===== config.mk =====
export PLATFORM = sky130hd
export DESIGN_NAME = id_ex_reg
export DESIGN_NICKNAME = d
export VERILOG_FILES = /design/src/rtl/id_ex_reg.sv
export SDC_FILE = /design/constraint.sdc
export NUM_CORES = 1
export LEC_CHECK = 0
export BUFFER_PORTS_ARGS = -buffer_cell sky130_fd_sc_hd__buf_2
export CAP_MARGIN = 10
export CORE_MARGIN = 5
export CORE_UTILIZATION = 40
export CTS_CLUSTER_SIZE = 10
export DETAILED_ROUTE_END_ITERATION = 8
export GPL_TIMING_DRIVEN = 1
export PLACE_DENSITY = 0.69
export SKIP_CTS_REPAIR_TIMING = 1
export SYNTH_ARGS = -nofsm -noshare
export SYNTH_HDL_FRONTEND = slang
export SYNTH_SLANG_ARGS = --single-unit

===== constraint.sdc =====
create_clock -name clk -period 7.9 [get_ports clk]
set_clock_uncertainty 0.15 [all_clocks]
set_input_delay 1.58 -clock clk [delete_from_list [all_inputs] [get_ports clk]]
set_output_delay 1.58 -clock clk [all_outputs]
set_load 0.01 [all_outputs]

===== src/rtl/id_ex_reg.sv =====
// rtl/id_ex_reg.sv - ID/EX pipeline register with stall, flush and saturating perf counters
// A flush loads a canonical all-zero NOP; an upstream bubble keeps data but drops side effects.
module id_ex_reg #(
    parameter int DW = 32,
    parameter int CW = 32
) (
    input  logic          clk,
    input  logic          rst,
    input  logic          iStall,
    input  logic          iFlush,
    input  logic          iValid,
    input  logic [DW-1:0] iPC,
    input  logic [DW-1:0] iRsData,
    input  logic [DW-1:0] iRtData,
    input  logic [DW-1:0] iImm,
    input  logic [4:0]    iRs,
    input  logic [4:0]    iRt,
    input  logic [4:0]    iRd,
    input  logic [4:0]    iShamt,
    input  logic [3:0]    iALUC,
    input  logic          iALUSrc,
    input  logic          iRegDst,
    input  logic          iRegWrite,
    input  logic          iMemRead,
    input  logic          iMemWrite,
    input  logic          iMemToReg,
    output logic          oValid,
    output logic [DW-1:0] oPC,
    output logic [DW-1:0] oRsData,
    output logic [DW-1:0] oRtData,
    output logic [DW-1:0] oImm,
    output logic [4:0]    oRs,
    output logic [4:0]    oRt,
    output logic [4:0]    oRd,
    output logic [4:0]    oShamt,
    output logic [3:0]    oALUC,
    output logic          oALUSrc,
    output logic          oRegDst,
    output logic          oRegWrite,
    output logic          oMemRead,
    output logic          oMemWrite,
    output logic          oMemToReg,
    output logic [CW-1:0] oStallCnt,
    output logic [CW-1:0] oBubbleCnt
);

    localparam logic [CW-1:0] CNT_ONE = CW'(1);
    localparam logic [CW-1:0] CNT_MAX = '1;

    always_ff @(posedge clk or posedge rst) begin
        if (rst) begin
            oValid     <= 1'b0;
            oPC        <= '0;
            oRsData    <= '0;
            oRtData    <= '0;
            oImm       <= '0;
            oRs        <= '0;
            oRt        <= '0;
            oRd        <= '0;
            oShamt     <= '0;
            oALUC      <= '0;
            oALUSrc    <= 1'b0;
            oRegDst    <= 1'b0;
            oRegWrite  <= 1'b0;
            oMemRead   <= 1'b0;
            oMemWrite  <= 1'b0;
            oMemToReg  <= 1'b0;
            oStallCnt  <= '0;
            oBubbleCnt <= '0;
        end else if (iFlush) begin
            // Zeroed specifiers keep forwarding from ever matching a bubble
            oValid     <= 1'b0;
            oPC        <= '0;
            oRsData    <= '0;
            oRtData    <= '0;
            oImm       <= '0;
            oRs        <= '0;
            oRt        <= '0;
            oRd        <= '0;
            oShamt     <= '0;
            oALUC      <= '0;
            oALUSrc    <= 1'b0;
            oRegDst    <= 1'b0;
            oRegWrite  <= 1'b0;
            oMemRead   <= 1'b0;
            oMemWrite  <= 1'b0;
            oMemToReg  <= 1'b0;
            if (oBubbleCnt != CNT_MAX)
                oBubbleCnt <= oBubbleCnt + CNT_ONE;
        end else if (iStall) begin
            if (oStallCnt != CNT_MAX)
                oStallCnt <= oStallCnt + CNT_ONE;
        end else begin
            oValid     <= iValid;
            oPC        <= iPC;
            oRsData    <= iRsData;
            oRtData    <= iRtData;
            oImm       <= iImm;
            oRs        <= iRs;
            oRt        <= iRt;
            oRd        <= iRd;
            oShamt     <= iShamt;
            oALUC      <= iALUC;
            oALUSrc    <= iALUSrc;
            oRegDst    <= iRegDst;
            oRegWrite  <= iRegWrite & iValid;
            oMemRead   <= iMemRead & iValid;
            oMemWrite  <= iMemWrite & iValid;
            oMemToReg  <= iMemToReg;
            if (!iValid && oBubbleCnt != CNT_MAX)
                oBubbleCnt <= oBubbleCnt + CNT_ONE;
        end
    end

endmodule


==> impl_metrics.py, run 1 <==
metrics = {
    "outcome": {
        "status": "completed",
    },
    "sta": {
        "fin_crit_ns": 3.333,
        "worst_pin_slew_ns": 1.029,
        "report.final.slew_viol_count": 0,
        "timing.fmax_mhz": 300.0,
        "setup_viol": 0,
        "finalHoldViolCount": 0,
        "rsz0062_at_grt": "no",
        "fin_crit_sh_pct": 42.19,
        "setup_tns_ns": 0,
        "slew_headroom_pct": 31.42,
        "hold_slack_ns": 0.3329,
    },
    "detailed_routing": {
        "drt-total-wl_um": 25470,
        "wl_met3_um": 2350,
        "first_iter_violations": 385,
        "highest_layer": "met5",
        "routedWlPerCell_um": 17.12,
        "vias": 7265,
        "drc": 0,
        "wl_met1_um": 9700,
        "drt_pass1_iterations": 4,
        "dr_wl_met2_um": 12740,
        "via_per_inst": 4.882,
        "postRouteAntennaNets": 0,
    },
    "synth": {
        "synth_top_area_cell": "dfrtp_1",
        "syn_area_um2": 9487,
        "seq_area_frac_synth_pct": 58.82,
        "synth_top_area_share_pct": 58.82,
        "synth_edf_count": 0,
        "ys_seq_elements": 223,
        "postSynthCellCount": 788,
        "yosysMostFrequentCell": "dfrtp_1",
        "synthTopCellsByArea": "dfrtp_1 (59%), mux2i_1 (16%), nor2_1 (6.7%), xnor2_1 (3.6%), xor2_1 (1.8%)",
        "syn_avg_cell_area_um2": 12.04,
        "synth_async_sr_flop_share_pct": 100.0,
        "syn_nets": 953,
        "ys_top_cells_by_count": "dfrtp_1 (223), nor2_1 (170), mux2i_1 (155), xnor2_1 (39), nand4_1 (25)",
        "synth_flop_cell": "dfrtp_1",
        "ys_types": 49,
        "yosysWarnings": 0,
    },
    "cells_and_area": {
        "num_antenna_cells": 0,
        "num-nets-final": 1331,
        "multi_input_area_um2": 3692,
        "drive_above_1_share_pct": 38.07,
        "area_growth_pct": 30.57,
        "regArea_um2": 5580,
        "fillers": 2163,
    },
    "min_path": {
        "hold_class": "reg2reg",
    },
    "pwr": {
        "p_per_area_nw_per_um2": 218.4,
        "ir_worst_vdd_mv": 0.1715,
        "p_leak_uw": 0.006951,
    },
    "worst_setup_path": {
        "reg2reg_from": "oStallCnt[24]",
        "r2r_cells": 5,
        "cp.arrival_ns": 3.58,
        "worst-path-max-fanout": 85,
        "path_class": "in2reg",
        "cp.required_ns": 8.14,
        "r2r-end": "oStallCnt[1]",
        "reg2reg_slack_ns": 5.74,
        "cp-start-kind": "input pin",
        "crit_end": "oBubbleCnt[26]",
        "cp-startpoint": "iFlush",
        "crit_path_end_kind": "flip-flop",
    },
    "global_routing": {
        "antenna_found_initial": 2,
        "track_usage_pct": 18.25,
        "grt_pass1_wl_um": 39830,
        "grt_overflow": 0,
        "grt_pass1_vias": 7505,
        "grt_max_degree": 91,
    },
    "die": {
        "initial_core_util_pct": 40.54,
        "die_x_um": 164,
        "die-height_um": 164,
        "rows": 56,
        "pin_count": 386,
        "core_area_um2": 23400,
        "die_area_um2": 26900,
    },
    "clock_tree": {
        "cts_root_buffer": "clkbuf_16",
        "cts_buffers": 26,
        "cts_sinks": 223,
        "clk_latency_ns": 0.51,
        "cts_buffer_depth": 3,
        "cts_tree": "yes",
        "h-tree-depth": 1,
        "clk_pin_slew_ns": 0.06,
    },
    "placement": {
        "gp_congestion": 0.7955,
        "hpwl_um": 18460,
        "io_buffers": 385,
    },
    "flow_run": {
        "cap_violations": 0,
    },
}
sequential cells by signal, summed over array words and instances (netlist names), 4 cells and up:
| register | count |
|---|---|
| oALUC | 4 |
| oBubbleCnt | 32 |
| oImm | 32 |
| oPC | 32 |
| oRd | 5 |
| oRs | 5 |
| oRsData | 32 |
| oRt | 5 |
| oRtData | 32 |
| oShamt | 5 |
| oStallCnt | 32 |
report_power, final:
group          internal (uW)  leakage (uW)  switching, uW
Clock                    627      0.000355            423
Combinational            165       0.00361            207
Sequential              1220       0.00298           62.2
worst min-delay path by stage:
stage / startpoint / end / slack (ns) / depth (start not counted)
after global placement: oStallCnt[5] / oStallCnt[5] / 0.33 / 1
after floorplan: oBubbleCnt[15] / oBubbleCnt[15] / 0.37 / 1
final: oStallCnt[5] / oStallCnt[5] / 0.33 / 1
after global routing: oBubbleCnt[14] / oBubbleCnt[14] / 0.37 / 1
after detailed placement: oStallCnt[5] / oStallCnt[5] / 0.33 / 1
after CTS: oStallCnt[5] / oStallCnt[5] / 0.34 / 1
area by class of cell:
type,count,share of cell area (%)
inverter,3,0.1515
sequential,223,45.05
clock buffer,31,5.818
timing repair buffer,390,15.95
tap,319,3.222
multi-input combinational,522,29.81
cells in the final DEF, fill, tap and decap left out, drive strengths merged, types with 3 or more instances in the layout:
| cell type | n |
|---|---|
| a21oi | 5 |
| a22oi | 3 |
| and2 | 3 |
| and3 | 14 |
| and4 | 6 |
| buf | 389 |
| clkbuf | 32 |
| dfrtp | 223 |
| inv | 3 |
| mux2i | 155 |
| nand2 | 18 |
| nand3 | 24 |
| nand4 | 29 |
| nor2 | 170 |
| nor3 | 7 |
| nor3b | 3 |
| nor4 | 4 |
| xnor2 | 39 |
| xor2 | 20 |
logic make-up after synthesis:
group / Yosys count / share of synthesized area (%)
xor+xnor: 59 / 5.447
flops: 223 / 58.82
simple gates: 288 / 15.21
mux: 157 / 16.63
fa+ha+maj: 2 / 0.2637
compound gates: 16 / 1.372
buf+inv: 43 / 2.255
layer usage:
layer | global-route usage, % | up-vias
met5 | 0 | -
li1 | - | 3431
met3 | 5.546 | 49
met2 | 32.58 | 287
met4 | 5.376 | 4
met1 | 21.16 | 3494
critical path, stage by stage:
cell and delay [ns]:
buf_4 0.64, o21bai_1 0.32, nand4_1 0.22, nor3_1 0.44, nand4_1 0.18, xnor2_1 0.15
per-stage QoR:
step	instances	worst slack [ns]	util (%)	total power, uW	cell area [um2]
after global routing	1488	4.405	52.93	2842	12390
after global placement	1457	4.029	49.85	1673	11670
after floorplan	788	0.06388	-	1502	9487
after CTS	1488	4.541	52.93	2755	12390
final	1488	4.567	52.93	2705	12390
after detailed placement	1457	4.000	49.85	1680	11670
Power figures use the tool's default switching activity.
==> run 2, diff against run 1 <==
- PLACE_DENSITY: 0.69 -> 0.66
- clock period: 7.9 -> 3.1 ns (I/O delays scaled with it)
==> run 2 against run 1 <==
Net effect:
- register-to-register slack worse by 4.8 ns
- largest power group unchanged
- clock-buffer cell count stayed put
- highest routed layer unchanged
- critical path depth is 1 lower
- sequential share of layout area is 0.51 points lower
==> impl_metrics.py, run 2 (synthesized netlist as in run 1, its figures left out) <==
metrics = {
    "outcome": {
        "status": "completed",
    },
    "die": {
        "core_area_um2": 23400,
        "die_x_um": 164,
        "die-height_um": 164,
        "initial_core_util_pct": 40.54,
        "pin_count": 386,
        "die_area_um2": 26900,
        "rows": 56,
    },
    "global_routing": {
        "antenna_found_initial": 1,
        "track_usage_pct": 18.25,
        "grt_overflow": 0,
        "grt_pass1_wl_um": 39910,
        "grt_max_degree": 90,
        "grt_pass1_vias": 7587,
    },
    "detailed_routing": {
        "via_per_inst": 4.831,
        "routedWlPerCell_um": 17.08,
        "drc": 0,
        "first_iter_violations": 403,
        "drt-total-wl_um": 25560,
        "drt_pass1_iterations": 4,
        "postRouteAntennaNets": 0,
        "vias": 7232,
    },
    "worst_setup_path": {
        "cp.arrival_ns": 2.38,
        "r2r_cells": 5,
        "crit_path_max_incr_delay_ns": 0.48,
        "reg2reg_from": "oStallCnt[25]",
        "r2r-end": "oStallCnt[3]",
        "worst-path-max-fanout": 7,
        "critPathSlowestCell": "dfrtp_1",
        "path_buf_inv": 0,
        "crit_path_end_kind": "flip-flop",
        "cp_top_family": "simple AND/OR/NAND/NOR gates",
        "cp-start-kind": "flip-flop",
        "reg2reg_slack_ns": 0.97,
        "cp.required_ns": 3.35,
        "path_class": "reg2reg",
        "path_cells": "nand4_2, nor4_4, nand3_1, and3_1, xor2_1",
    },
    "cells_and_area": {
        "fillers": 2094,
        "final_cell_mix": "buf_2 (383), dfrtp_1 (223), nor2_1 (170)",
        "area_growth_pct": 32.08,
        "num-nets-final": 1339,
        "final_common_cell": "buf_2",
        "num_antenna_cells": 0,
        "drive_above_1_share_pct": 38.37,
    },
    "clock_tree": {
        "h-tree-depth": 1,
        "cts_buffer_depth": 3,
        "clk_pin_slew_ns": 0.06,
        "cts_root_buffer": "clkbuf_16",
        "cts_buffers": 27,
        "clk_latency_ns": 0.52,
        "cts_tree": "yes",
        "cts_sinks": 223,
    },
    "placement": {
        "dp_slack_ns": 0.5816,
        "hpwl_um": 18790,
        "io_buffers": 385,
        "gp_congestion": 0.7880,
    },
    "sta": {
        "fin_crit_ns": 2.129,
        "rsz0062_at_grt": "no",
        "setup_tns_ns": 0,
        "slew_headroom_pct": 44.53,
        "setup_viol": 0,
        "finalHoldViolCount": 0,
        "timing.fmax_mhz": 469.7,
        "report.final.slew_viol_count": 0,
        "fin_crit_sh_pct": 68.68,
        "worst_pin_slew_ns": 0.8302,
        "fin_ws_ns": 0.9708,
    },
    "pwr": {
        "p_per_area_nw_per_um2": 557.7,
        "p_leak_uw": 0.007012,
        "ir_worst_vdd_mv": 0.4244,
    },
    "flow_run": {
        "cap_violations": 0,
    },
    "min_path": {
        "hold_class": "in2async",
    },
}
## run 2: cell types whose count changed in the layout (fill, tap and decap cells not counted), sizes merged
cell	before	now
buf	389	396
clkinvlp	0	1
bufinv	0	1
## run 2: how the worst max path moves through the flow
stage | start | end | slack [ns] | cells past startpoint
CTS | oStallCnt[24] | oStallCnt[3] | 0.95 | 5
detailed placement | iStall | oStallCnt[22] | 0.58 | 6
global route | oStallCnt[24] | oStallCnt[3] | 0.77 | 5
floorplan | rst | oALUC[0] | -0.58 | 1
finish | oStallCnt[25] | oStallCnt[3] | 0.97 | 5
global placement | iStall | oStallCnt[22] | 0.60 | 6
## run 2: layout make-up
class	instances	area, um2	share of cell area (%)
clock inverters	2	38.79	0.3096
clock buffers	31	700.7	5.592
multi-input cells	522	3692	29.47
inverters	3	15.01	0.1198
flip-flops and latches	223	5580	44.54
well taps	319	399.1	3.186
repair buffers	397	2103	16.79
## run 2: per-layer routing
layer | wire length (um) | GRT usage [%] | vias up
li1 | - | - | 3452
met1 | 9995 | 21.93 | 3449
met2 | 12550 | 31.49 | 287
met3 | 2457 | 5.897 | 42
met4 | 536 | 5.299 | 2
met5 | 20 | 0 | -
## run 2: per-stage QoR
stage	cell area [um2]	power, uW	hold slack, ns	util, %	cells
floorplan	9490	3830	0.3680	-	788
global placement	11790	4279	0.3249	50.38	1464
detailed placement	11790	4301	0.3281	50.38	1464
CTS	12530	7104	0.1258	53.54	1497
global route	12530	7340	0.1602	53.54	1497
finish	12530	6988	0.1147	53.54	1497
## run 2: where the power goes
part           switching (uW)  total [uW]  internal [uW]  leakage [uW]
Clock                    1110        2760           1650      0.000362
Combinational             529         966            436       0.00367
Sequential                156        3270           3110       0.00298
==> run 3, diff against run 2 <==
- clock period: 3.1 -> 2 ns (I/O delays scaled with it)
==> run 3 against run 2 <==
Net effect:
- the flow now finishes with violations (hold timing)
- design area is 8.7% higher
- first-iteration DRC count rose by 5.7%
- global-route usage increased by 0.48 points
- clock power increased by 47%
- total power rose by 56%
- routed wire length is 4.7% higher
- die area is the same
==> impl_metrics.py, run 3 (synthesized netlist as in run 1, its figures left out) <==
metrics = {
    "outcome": {
        "status": "finished, violations left",
        "violations": "hold timing",
    },
    "global_routing": {
        "grt_pass1_wl_um": 40990,
        "grt_overflow": 0,
        "grt_pass1_vias": 7929,
        "grt_max_degree": 135,
        "antenna_found_initial": 1,
        "track_usage_pct": 18.73,
    },
    "pwr": {
        "p_leak_uw": 0.007626,
        "ir_worst_vdd_mv": 0.6308,
        "p_per_area_nw_per_um2": 800.1,
    },
    "detailed_routing": {
        "drt_pass1_iterations": 4,
        "drc": 0,
        "first_iter_violations": 426,
        "postRouteAntennaNets": 0,
        "vias": 7795,
        "highest_layer": "met5",
        "drt-total-wl_um": 26770,
        "wl_met3_um": 2457,
        "via_per_inst": 4.785,
        "dr_wl_met2_um": 13350,
        "wl_met1_um": 10210,
        "routedWlPerCell_um": 16.43,
    },
    "worst_setup_path": {
        "path_class": "reg2reg",
        "crit_path_end_kind": "flip-flop",
        "crit_end": "oBubbleCnt[15]",
        "reg2reg_from": "oBubbleCnt[1]",
        "cp.arrival_ns": 2.16,
        "cp.required_ns": 2.24,
        "cp-start-kind": "flip-flop",
        "r2r-end": "oBubbleCnt[15]",
        "reg2reg_slack_ns": 0.08,
        "cp-startpoint": "oBubbleCnt[1]",
        "r2r_cells": 5,
        "worst-path-max-fanout": 5,
    },
    "clock_tree": {
        "clk_latency_ns": 0.51,
        "h-tree-depth": 1,
        "cts_buffers": 26,
        "cts_root_buffer": "clkbuf_16",
        "clk_pin_slew_ns": 0.05,
        "cts_tree": "yes",
        "cts_sinks": 223,
        "cts_buffer_depth": 3,
    },
    "cells_and_area": {
        "area_growth_pct": 43.55,
        "num-nets-final": 1470,
        "final_cell_mix": "buf_2 (383), dfrtp_1 (223), nor2_1 (170)",
        "drive_above_1_share_pct": 40.49,
        "stdcell_count": 1629,
        "final_common_cell": "buf_2",
    },
    "sta": {
        "fin_crit_sh_pct": 95.82,
        "setup_viol": 0,
        "timing.fmax_mhz": 521.8,
        "worst_pin_slew_ns": 0.6606,
        "report.final.slew_viol_count": 0,
        "rsz0062_at_grt": "no",
        "hold_slack_ns": -0.02217,
        "finalHoldViolCount": 44,
        "fin_crit_ns": 1.916,
        "slew_headroom_pct": 55.96,
    },
    "die": {
        "die_x_um": 164,
        "rows": 56,
        "pin_count": 386,
        "initial_core_util_pct": 40.54,
        "core_area_um2": 23400,
        "die-height_um": 164,
        "die_area_um2": 26900,
    },
    "min_path": {
        "hold_start": "iPC[20]",
        "min_path_cells": 3,
        "hold_class": "in2reg",
    },
    "placement": {
        "gp_congestion": 0.8005,
        "hpwl_um": 19520,
        "io_buffers": 385,
        "dp_cells": 1540,
    },
    "flow_run": {
        "cap_violations": 0,
    },
}
[run 3: worst min-delay path by stage]
stage	slack (ns)	to
CTS	-0.30	oImm[13]
global placement	0.26	oImm[13]
floorplan	0.37	oBubbleCnt[15]
global route	-0.005	oPC[16]
finish	-0.02	oPC[20]
detailed placement	0.26	oImm[13]
[run 3: metal layers]
metal  global-route usage [%]  vias up
met5                        0        -
met4                    6.062        2
met3                    6.123       52
met2                    32.77      285
met1                    21.78     3741
li1                         -     3715
[run 3: worst max-delay path: stages, from the launching register on]
cell,delay [ns]
dfrtp_1,0.42
ha_1,0.22
and3_4,0.18
and3_4,0.18
or4b_4,0.51
xnor2_1,0.13
[run 3: metrics by stage]
stage / instance area (um2) / util (%) / worst slack [ns] / power, uW / setup TNS, ns
after floorplan: 9490 / - / -1.460 / 5936 / -325.60
final: 13620 / 58.19 / 0.08364 / 10900 / 0
after global placement: 12360 / 52.82 / -0.08351 / 6813 / -0.2422
after global routing: 13620 / 58.18 / 0.001470 / 11420 / 0
after detailed placement: 12360 / 52.82 / -0.08936 / 6849 / -0.3950
after CTS: 13060 / 55.79 / -0.02859 / 10960 / -0.04082
[run 3: power by group]
group	internal (uW)	switching, uW	leakage, uW
Clock	2380	1670	0.000341
Combinational	902	946	0.00430
Sequential	4820	176	0.00298
Total	8100	2790	0.00763
[run 3: final cells by class]
type | instances | area [um2]
Antenna cell | 1 | 2.502
Clock buffer | 31 | 690.7
Clock inverter | 1 | 5.005
Fill cell | 2027 | 9784
Inverter | 3 | 15.01
Multi-Input combinational cell | 522 | 3696
Sequential cell | 223 | 5580
Tap cell | 319 | 399.1
Timing Repair Buffer | 529 | 3229
